--- src/rtl/hazard_pkg.sv ---
//------------------------------------------------------------------------------
// Module   : hazard_pkg
// Purpose  : State encodings and pipeline control vectors for hazard_controller.
// Revision : 1.0 - initial release
//------------------------------------------------------------------------------
`default_nettype none

package hazard_pkg;

   typedef enum logic [1:0] {
      RUN      = 2'd0,
      LU_STALL = 2'd1,
      FLUSH    = 2'd2,
      MEM_WAIT = 2'd3
   } state_t;

   typedef struct packed {
      logic pc_write;
      logic ifid_write;
      logic ifid_flush;
      logic idex_write;
      logic idex_bubble;
      logic exmem_write;
      logic memwb_write;
   } ctrl_t;

   // Normal flow: every stage advances and nothing is turned into a NOP.
   localparam ctrl_t CTRL_RUN    = 7'b1101011;
   localparam ctrl_t CTRL_FREEZE = 7'b0000000;
   localparam ctrl_t CTRL_SQUASH = 7'b1111111;
   localparam ctrl_t CTRL_LU     = 7'b0001111;

endpackage : hazard_pkg

`default_nettype wire

--- src/rtl/hazard_stat_counter.sv ---
//------------------------------------------------------------------------------
// Module   : hazard_stat_counter
// Purpose  : Saturating event counter with synchronous clear.
// Revision : 1.0 - initial release
//------------------------------------------------------------------------------
`default_nettype none

module hazard_stat_counter #(
   parameter int CNT_W = 16
) (
   input  logic             clk,
   input  logic             reset,
   input  logic             inc,
   output logic [CNT_W-1:0] count
);

   always_ff @(posedge clk) begin
      if (reset) begin
         count <= '0;
      end else if (inc && (count != {CNT_W{1'b1}})) begin
         count <= count + 1'b1;
      end
   end

endmodule : hazard_stat_counter

`default_nettype wire

--- src/rtl/hazard_controller.sv ---
//------------------------------------------------------------------------------
// Module   : hazard_controller
// Purpose  : Load-use stall, redirect squash and memory-wait freeze sequencing
//            for the 5-stage pipeline. Optional stats via HAZARD_STATS_EN.
// Revision : 1.0 - initial release
//------------------------------------------------------------------------------
`default_nettype none

module hazard_controller
   import hazard_pkg::*;
#(
   parameter int MEM_TIMEOUT = 64,
   parameter int CNT_W       = 16
) (
   input  logic             clk,
   input  logic             reset,
   input  logic [4:0]       id_rs,
   input  logic [4:0]       id_rt,
   input  logic             id_useRs,
   input  logic             id_useRt,
   input  logic [4:0]       ex_regAw,
   input  logic             ex_memRead,
   input  logic             ex_redirect,
   input  logic             mem_busy,
   output logic             pc_write,
   output logic             ifid_write,
   output logic             ifid_flush,
   output logic             idex_write,
   output logic             idex_bubble,
   output logic             exmem_write,
   output logic             memwb_write,
   output logic             mem_timeout,
   output logic [CNT_W-1:0] lu_cnt,
   output logic [CNT_W-1:0] flush_cnt,
   output logic [CNT_W-1:0] wait_cnt
);

   localparam int TMR_W = $clog2(MEM_TIMEOUT + 1);

   state_t           state;
   state_t           next_state;
   ctrl_t            ctrl;
   logic             pending_redirect;
   logic [TMR_W-1:0] wait_timer;
   logic             load_use;
   logic             redirect;
   logic             lu_hit;

   assign load_use = ex_memRead && (ex_regAw != 5'd0) &&
                     ((id_useRs && (ex_regAw == id_rs)) ||
                      (id_useRt && (ex_regAw == id_rt)));
   assign redirect = ex_redirect || pending_redirect;
   // The stalled ID instruction is re-examined in LU_STALL; suppressing detection
   // there limits each load to a single bubble.
   assign lu_hit   = load_use && (state != LU_STALL);

   always_ff @(posedge clk) begin
      if (reset) begin
         state <= RUN;
      end else begin
         state <= next_state;
      end
   end

   always_comb begin
      next_state = RUN;
      if (mem_busy) begin
         next_state = MEM_WAIT;
      end else if (redirect) begin
         next_state = FLUSH;
      end else if (lu_hit) begin
         next_state = LU_STALL;
      end
   end

   always_comb begin
      ctrl = CTRL_RUN;
      if (reset) begin
         ctrl = CTRL_RUN;
      end else if (mem_busy) begin
         ctrl = CTRL_FREEZE;
      end else if (redirect) begin
         ctrl = CTRL_SQUASH;
      end else if (lu_hit) begin
         ctrl = CTRL_LU;
      end
   end

   assign pc_write    = ctrl.pc_write;
   assign ifid_write  = ctrl.ifid_write;
   assign ifid_flush  = ctrl.ifid_flush;
   assign idex_write  = ctrl.idex_write;
   assign idex_bubble = ctrl.idex_bubble;
   assign exmem_write = ctrl.exmem_write;
   assign memwb_write = ctrl.memwb_write;

   always_ff @(posedge clk) begin
      if (reset) begin
         pending_redirect <= 1'b0;
         wait_timer       <= '0;
         mem_timeout      <= 1'b0;
      end else if (mem_busy) begin
         pending_redirect <= pending_redirect || ex_redirect;
         if (wait_timer != TMR_W'(MEM_TIMEOUT)) begin
            wait_timer <= wait_timer + 1'b1;
         end
         if (wait_timer == TMR_W'(MEM_TIMEOUT - 1)) begin
            mem_timeout <= 1'b1;
         end
      end else begin
         pending_redirect <= 1'b0;
         wait_timer       <= '0;
      end
   end

`ifdef HAZARD_STATS_EN
   hazard_stat_counter #(.CNT_W(CNT_W)) u_lu_cnt (
      .clk   (clk),
      .reset (reset),
      .inc   (next_state == LU_STALL),
      .count (lu_cnt)
   );

   hazard_stat_counter #(.CNT_W(CNT_W)) u_flush_cnt (
      .clk   (clk),
      .reset (reset),
      .inc   (next_state == FLUSH),
      .count (flush_cnt)
   );

   hazard_stat_counter #(.CNT_W(CNT_W)) u_wait_cnt (
      .clk   (clk),
      .reset (reset),
      .inc   (mem_busy),
      .count (wait_cnt)
   );
`else
   assign lu_cnt    = '0;
   assign flush_cnt = '0;
   assign wait_cnt  = '0;
`endif

endmodule : hazard_controller

`default_nettype wire

--- config.mk ---
export PLATFORM = sky130hd
export DESIGN_NAME = hazard_controller
export DESIGN_NICKNAME = d
export VERILOG_FILES = /design/src/rtl/hazard_pkg.sv /design/src/rtl/hazard_stat_counter.sv /design/src/rtl/hazard_controller.sv
export SDC_FILE = /design/constraint.sdc
export NUM_CORES = 1
export LEC_CHECK = 0
export ABC_AREA = 1
export BUFFER_PORTS_ARGS = -buffer_cell sky130_fd_sc_hd__buf_2
export CORE_MARGIN = 4
export CORE_UTILIZATION = 41
export DETAILED_ROUTE_END_ITERATION = 12
export PLACE_DENSITY = 0.88
export REMOVE_ABC_BUFFERS = 1
export SYNTH_ARGS = -nofsm -noshare
export SYNTH_HDL_FRONTEND = slang
export SYNTH_SLANG_ARGS = --single-unit
--- constraint.sdc ---
create_clock -name clk -period 1.5 [get_ports clk]
set_input_delay 0.15 -clock clk [delete_from_list [all_inputs] [get_ports clk]]
set_output_delay 0.15 -clock clk [all_outputs]
set_load 0.02 [all_outputs]
==> results.cfg, run 1 <==
[routing]
postRouteAntennaNets = 0
drc = 0
drt_iter0_markers = 37
drt_first_pass_iters = 4
wl_per_cell_um = 8.11
vias_per_cell = 3.82
num_vias = 875
routed_wl_mm = 1.86

[grt]
grt.busiest_layer = met2
grt_pass1_vias = 671
grt_overflow_total = 0
grtUsageMet2_pct = 16.5
grtUsageMet1_pct = 10.1
grt_max_degree = 12
antenna_found_initial = 0
grtUsageTotal_pct = 9.49
use_met3_pct = 1.94
grt_first_pass_wirelength_mm = 2.58

[power_and_ir_drop]
power_per_cell_area_nw_per_um2 = 675
p_leak_uw = 0.000660
vdd_drop_max_v = 0.000451

[synth]
synth_common_cells = buf_4 (51), nand2_1 (37), inv_1 (23)
synth-seq-area-share_pct = 20.1
yosysMostFrequentCell = buf_4
synth.area.top_cells = buf_4 (35%), dfxtp_1 (20%), nand2_1 (13%), inv_1 (7.9%), nor2_1 (6.9%)
synth_warnings = 0
syn_inst = 170
avgSynthCellArea_um2 = 6.44
yosys_register_bits = 11
synth-main-ff-cell = dfxtp_1
yosysTopAreaCell = buf_4
synth_top_area_share_pct = 35.0
ys_async_sr_fraction_pct = 0
ys_types = 22
synth_edf_count = 0
synthesis.area_um2 = 1090

[clocking]
clock-root-buffer = clkbuf_4
cts_setup_buffers = 0
cts_resized = 0
htree_levels = 1
clock_sinks = 11
cts_hold_buf = 0
clock_tree.buffer_depth = 2
clkSlewWorstSetupHoldPaths_ns = 0.07
cts_tree = built
clk_latency_ns = 0.27
numCtsBuffers = 3

[place]
dp.final_hpwl_mm = 1.62
gp_congestion = 0.812
port_buffers = 29
dp.cells = 225

[floorplan]
fp.coreArea_um2 = 2520
die_x_um = 59.7
rows = 18
die_h_um = 59.7
initial_utilization_pct = 43.4
dieArea_um2 = 3560
io_pins = 78

[final_layout]
final_cells = 229
nets = 224
drive_gt1_share_pct = 19.1
diodes = 0
area_growth_pct = 0.228

[timing]
drv_slew = 0
fmax_mhz = 752
clock_skew_ns = 0.00139
hold_violations = 0
min_period_ns = 1.33
period_share_pct = 88.6
rsz0062_at_grt = no
setup_tns_ns = 0
finalSetupViolations = 0

[setup_path]
critical_path_class = reg -> out
critPathLaunchType = register
worstSetupEndpointType = primary output
worstPathRequired_ns = 1.35
arrival_ns = 1.18
path_max_fanout = 2

[run]
maxCapViolCount = 0

[hold_path]
hold_class = in -> reg

[outcome]
outcome = finished clean
final cells by class:
class,count,area (um^2)
clock buffer,4,26.3
fill,287,1430
inverter,24,90.1
multi-input combinational,131,578
sequential,11,220
tap,30,37.5
timing repair buffer,29,145
path summary, 6_finish.rpt:
path / from / end / slack [ns] / cells past startpoint
setup / recovery: state[1] / pc_write / 0.17 / 8
hold / removal: reset / state[1] / 0.11 / 2
setup reg to reg: wait_timer[0] / wait_timer[6] / 0.19 / 6
hold reg to reg: mem_timeout / mem_timeout / 0.48 / 2
cells by family (layout without fill, tap and decap cells):
family	count (synthesis)	count (layout)	share of synthesized area, %
adder cells (fa/ha/maj)	2	2	2.29
AND/OR/NAND/NOR	71	71	27.4
AO/OA/AOI/OAI	7	7	4.23
other	1	48	0.343
XOR/XNOR	3	3	2.40
buffers and inverters	75	57	43.2
flip-flops	11	11	20.1
cells in the final DEF (no fill, tap or decap), drive strengths merged:
master,instances
xor2,1
buf,29
o22ai,1
inv,24
o21ai,2
nand2,37
or2,2
nor3,1
nor2,21
xnor2,2
dfxtp,11
nand4,2
ha,2
a21oi,4
nand3,7
conb,48
nor3b,1
clkbuf,4
registers in the layout, summed over array words and instances, names as in the netlist:
register / count
wait_timer: 7
state: 2
mem_timeout: 1
pending_redirect: 1
worst max-delay path: stages (launching register included):
cell and delay, ns:
dfxtp_1 0.31, inv_1 0.03, nand2_1 0.05, nand3_1 0.07
inv_1 0.08, nand3_1 0.07, nand2_1 0.09, inv_1 0.05
buf_2 0.15
power by group:
| part | total, uW | internal (uW) | switching (uW) |
|---|---|---|---|
| Clock | 202 | 103 | 98.8 |
| Combinational | 235 | 51.6 | 183 |
| Sequential | 304 | 299 | 4.42 |
per-layer routing:
| metal | wire (um) | up-vias | part of all wire [%] |
|---|---|---|---|
| met1 | 685 | 361 | 37 |
| met2 | 895 | 42 | 48 |
| li1 | - | 467 | - |
| met5 | 0 | - | 0 |
| met4 | 41 | 0 | 2.2 |
| met3 | 235 | 5 | 13 |
metrics by stage:
step	util, %	setup slack, ns	cell area, um^2	hold slack (ns)	total power (uW)
final	43.5	0.170	1100	0.109	740
after global routing	43.5	0.0541	1100	0.122	784
after CTS	43.5	0.169	1100	0.107	742
after detailed placement	42.5	0.194	1070	0.396	541
after global placement	42.5	0.274	1070	0.404	539
after floorplan	-	0.298	888	0.219	486
Power figures use the tool's default switching activity.
==> inputs of run 2 (changes only) <==
- CORE_UTILIZATION: 41 -> 37
- PLACE_DENSITY: 0.88 -> 0.85
- clock period: 1.5 -> 1.16 ns (I/O delays scaled with it)
==> run 2 against run 1 <==
- register-to-register slack worse by 0.22 ns
- flip-flop and latch count unchanged
- non-clock buffer count increased by 7
- routed wire length rose by 7.0%
- the flow now finishes with violations (negative setup slack)
- sequential share of layout area is 0.99 points lower
- clock skew decreased by 0.00073 ns
- combinational power increased by 35%
- power increased by 32%
- via count rose by 5.4%
- clock-buffer cell count unchanged
- first-iteration DRC count decreased by 16%
==> results.cfg, run 2 (synthesized netlist as in run 1, its figures left out) <==
[outcome]
outcome = complete, but fails checks
violations = negative setup slack

[hold_path]
hold_path.startpoint = reset
hold_class = in -> reg
whs_path_depth = 2

[floorplan]
initial_utilization_pct = 39.4
die_x_um = 62.4
die_h_um = 62.4
fp.coreArea_um2 = 2780
io_pins = 78
dieArea_um2 = 3890
rows = 19

[power_and_ir_drop]
power_per_cell_area_nw_per_um2 = 818
vdd_drop_max_v = 0.000589
p_leak_uw = 0.000699
finalPower_uw = 976

[setup_path]
critical_path_class = reg -> out
arrival_ns = 1.17
worstSetupEndpointType = primary output
critPathLaunch = pending_redirect
worstPathRequired_ns = 1.04
path_max_fanout = 2
rr_worst_depth = 6
critPathLaunchType = register
rr_startpoint = wait_timer[1]

[timing]
finalSetupViolations = 5
drv_slew = 0
setup_slack_ns = -0.125
fmax_mhz = 778
hold_violations = 0
period_share_pct = 111
clock_skew_ns = 0.000664
fin_hold_ws_ns = 0.0684
min_period_ns = 1.28
rsz0062_at_grt = yes

[final_layout]
final_cell_mix = conb_1 (48), nand2_1 (36), buf_2 (26)
area_growth_pct = 9.03
final_common_cell = conb_1
nets = 231
stdcell_area_um2 = 1190
final_cells = 237
drive_gt1_share_pct = 25.7
largest_register_ffs = 7
largest_registers = wait_timer (7), state (2)
diodes = 0
regMostFlops = wait_timer

[routing]
met1_length_um = 719
met2_length_mm = 1.02
vias_per_cell = 3.89
postRouteAntennaNets = 0
num_vias = 922
drt_first_pass_iters = 5
wl_per_cell_um = 8.39
routed_wl_mm = 1.99
drc = 0
met3WireLength_um = 215
drt_iter0_markers = 31
maxUsedRoutingLayer = met4

[run]
maxCapViolCount = 0

[place]
dp.final_hpwl_mm = 1.61
port_buffers = 29
gp_congestion = 0.790
placed_area_um2 = 1090
dp.cells = 229

[clocking]
clock_sinks = 11
clk_latency_ns = 0.27
numCtsBuffers = 3
clock-root-buffer = clkbuf_4
cts_tree = built
htree_levels = 1
clock_tree.buffer_depth = 2
clkSlewWorstSetupHoldPaths_ns = 0.07

[grt]
grtUsageTotal_pct = 8.87
grt_pass1_vias = 773
grt_max_degree = 12
grt_first_pass_wirelength_mm = 2.89
grt_overflow_total = 0
antenna_found_initial = 0
==> run 2: changes by cell type in the layout (fill, tap and decap cells not counted), sizes merged <==
cell	before	now
buf	29	36
==> run 2: final cells by class <==
type / instances / area, um^2
Clock buffer: 4 / 26.3
Timing Repair Buffer: 36 / 213
Inverter: 24 / 90.1
Multi-Input combinational cell: 131 / 598
Tap cell: 31 / 38.8
Sequential cell: 11 / 228
Fill cell: 307 / 1590
==> run 2: power breakdown <==
part	leakage, uW	switching, uW	internal, uW
Clock	0.0000150	133	133
Sequential	0.0000911	7.43	385
Combinational	0.000593	241	76.8
Total	0.000699	381	595
==> run 2: layer usage <==
layer / vias to the layer above / track usage, %
met5: - / 0
met4: 0 / 5.04
met3: 3 / 3.06
met2: 43 / 16.6
met1: 396 / 8.19
li1: 480 / -
==> run 2: worst paths after layout <==
path                   end  slack (ns)
max             ifid_write       -0.12
min               state[1]        0.07
max reg2reg  wait_timer[6]       -0.03
min reg2reg    mem_timeout        0.48
==> run 2: what timing repair did <==
| action | CTS | global route |
|---|---|---|
| gates resized for setup | 12 | 5 |
| setup buffers | 3 | 1 |
| pin swaps | 4 | 2 |
| setup endpoints to repair | 6 | 9 |
| hold buffers | 0 | 0 |
| hold endpoints to repair | 0 | 0 |
==> run 2: through the flow <==
stage               util, %  setup slack [ns]  TNS, ns
floorplan                 -           -0.0423  -0.0633
global placement       39.4           -0.0331  -0.0495
detailed placement     39.4           -0.0693   -0.126
CTS                    42.3            -0.109   -0.293
global route           42.9            -0.196   -0.859
finish                 42.9            -0.125   -0.339
==> run 2: worst max-delay path, cell delays in order (launching register included) <==
cell and delay (ns):
dfxtp_1 0.31, nor3_1 0.22, nand3_2 0.11, nand2_2 0.08, inv_2 0.05, buf_6 0.12
==> inputs of run 3 (changes only) <==
- BUFFER_PORTS_ARGS: -buffer_cell sky130_fd_sc_hd__buf_2 -> default
- CORE_UTILIZATION: 37 -> 45
- DONT_BUFFER_PORTS: default -> 1
- PLACE_DENSITY: 0.85 -> 0.7
==> run 3 against run 2 <==
- the run ends with negative hold slack, negative setup slack left
- flip-flop and latch count stayed put
- combinational power down 11%
- sequential power about the same
- maximum frequency grew 3.9%
- clock skew grew 0.0048 ns
- sequential share of layout area up 1.3 points
- critical endpoint unchanged
- largest cell class unchanged
- highest routed layer unchanged
==> results.cfg, run 3 (synthesized netlist as in run 1, its figures left out) <==
[timing]
drv_slew = 0
fmax_mhz = 809
fin_hold_ws_ns = -0.0888
finalSetupViolations = 8
hold_violations = 2
period_share_pct = 107
clock_skew_ns = 0.00544
setup_slack_ns = -0.0760
rsz0062_at_grt = yes
min_period_ns = 1.24

[floorplan]
io_pins = 78
die_x_um = 57.3
rows = 17
fp.coreArea_um2 = 2250
die_h_um = 57.3
initial_utilization_pct = 48.6
dieArea_um2 = 3290

[final_layout]
multi_input_area_um2 = 638
largest_registers = wait_timer (7), state (2)
drive_gt1_share_pct = 19.8
layout.area.seq_um2 = 229
stdcell_area_um2 = 1130
regMostFlops = wait_timer
final_common_cell = conb_1
fill_cells = 230
largest_register_ffs = 7
final_core_utilization_pct = 49.9
area_growth_pct = 2.86
diodes = 0
final_cell_mix = conb_1 (48), nand2_1 (35), nor2_1 (19), inv_1 (19), buf_4 (11)
nets = 207

[clocking]
clk_latency_ns = 0.27
htree_levels = 1
clock_sinks = 11
clock_tree.buffer_depth = 2
clkSlewWorstSetupHoldPaths_ns = 0.07
clock-root-buffer = clkbuf_4
cts_tree = built
numCtsBuffers = 3

[routing]
vias_per_cell = 4.00
num_vias = 841
drt_iter0_markers = 11
wl_per_cell_um = 9.66
drc = 0
drt_first_pass_iters = 4
routed_wl_mm = 2.03
postRouteAntennaNets = 0

[setup_path]
critPathLaunch = state[1]
path_max_fanout = 2
worstSetupEndpointType = primary output
arrival_ns = 1.12
rr_startpoint = wait_timer[1]
crit_path_max_incr_delay_ns = 0.31
worstPathRequired_ns = 1.04
crit_slowest_cell = dfxtp_1
path_cells = inv_1 -> nand2_2 -> nand3_2 -> inv_2 -> nand3_2 -> nand2_2 -> inv_2 -> buf_12
critical_path_class = reg -> out
critPathLaunchType = register

[power_and_ir_drop]
p_sw_share_pct = 38.3
p_int_uw = 575
power_per_cell_area_nw_per_um2 = 828
vdd_drop_max_v = 0.000569
clockPowerShare_pct = 27.5
p_switching_uw = 357
p_leak_uw = 0.000615
seqPwrFrac_pct = 42.2
pwr-share-comb_pct = 30.3

[place]
gp_congestion = 0.756
placed_area_um2 = 981
port_buffers = 0
dp.final_hpwl_mm = 1.51

[grt]
antenna_found_initial = 0
grt_first_pass_wirelength_mm = 2.66
grt_pass1_vias = 631
grt_overflow_total = 0
grt_max_degree = 11
grtUsageTotal_pct = 10.5

[hold_path]
hold_path.startpoint = reset
hold_class = in -> reg

[outcome]
violations = negative hold slack, negative setup slack
outcome = complete, but fails checks

[run]
maxCapViolCount = 0
-- run 3: layout make-up --
cell class	instances	share of cell area (%)
repair buffers	12	9.11
clock buffers	4	2.33
multi-input cells	131	56.7
inverters	24	8.44
well taps	28	3.11
flip-flops and latches	11	20.3
-- run 3: final timing paths --
path / endpoint / slack [ns] / depth (start not counted)
max: ifid_write / -0.08 / 8
min: state[1] / -0.09 / 1
max reg2reg: wait_timer[6] / -0.05 / 6
min reg2reg: wait_timer[6] / 0.51 / 2
-- run 3: per-layer routing --
metal / part of all wire (%) / GRT usage, % / vias up
li1: - / - / 435
met1: 36 / 11.3 / 347
met4: 1.5 / 4.97 / 0
met2: 48 / 17.0 / 55
met5: 0 / 0 / -
met3: 14 / 5.66 / 4
-- run 3: timing repair --
action                                 4_1_cts  5_1_grt
pin swaps                                    4        7
endpoints found under the hold margin        2        2
gates resized for setup                      6       18
setup endpoints to repair                    5        8
buffers inserted                             3        3
cloned                                       0        0
-- run 3: critical path, delay by kind of cell (launching register included) --
| kind | cells | cell delay, ns |
|---|---|---|
| DFF | 1 | 0.31 |
| buffers and inverters | 4 | 0.28 |
| and+or+nand+nor | 4 | 0.26 |
-- run 3: power by group through the flow --
stage               Sequential [uW]  Combinational, uW  Clock [uW]
floorplan                       400                228           0
global placement                400                259           0
detailed placement              401                260           0
CTS                             394                266         267
global route                    395                308         299
finish                          394                282         256
-- run 3: metrics by stage --
step	instances	total power, uW	setup TNS (ns)	worst slack, ns
after floorplan	166	628	-0.0633	-0.0423
after global placement	200	660	-0.0882	-0.0546
after detailed placement	200	661	-0.143	-0.0854
after CTS	207	926	-0.335	-0.107
after global routing	210	1000	-0.982	-0.178
final	210	932	-0.366	-0.0760
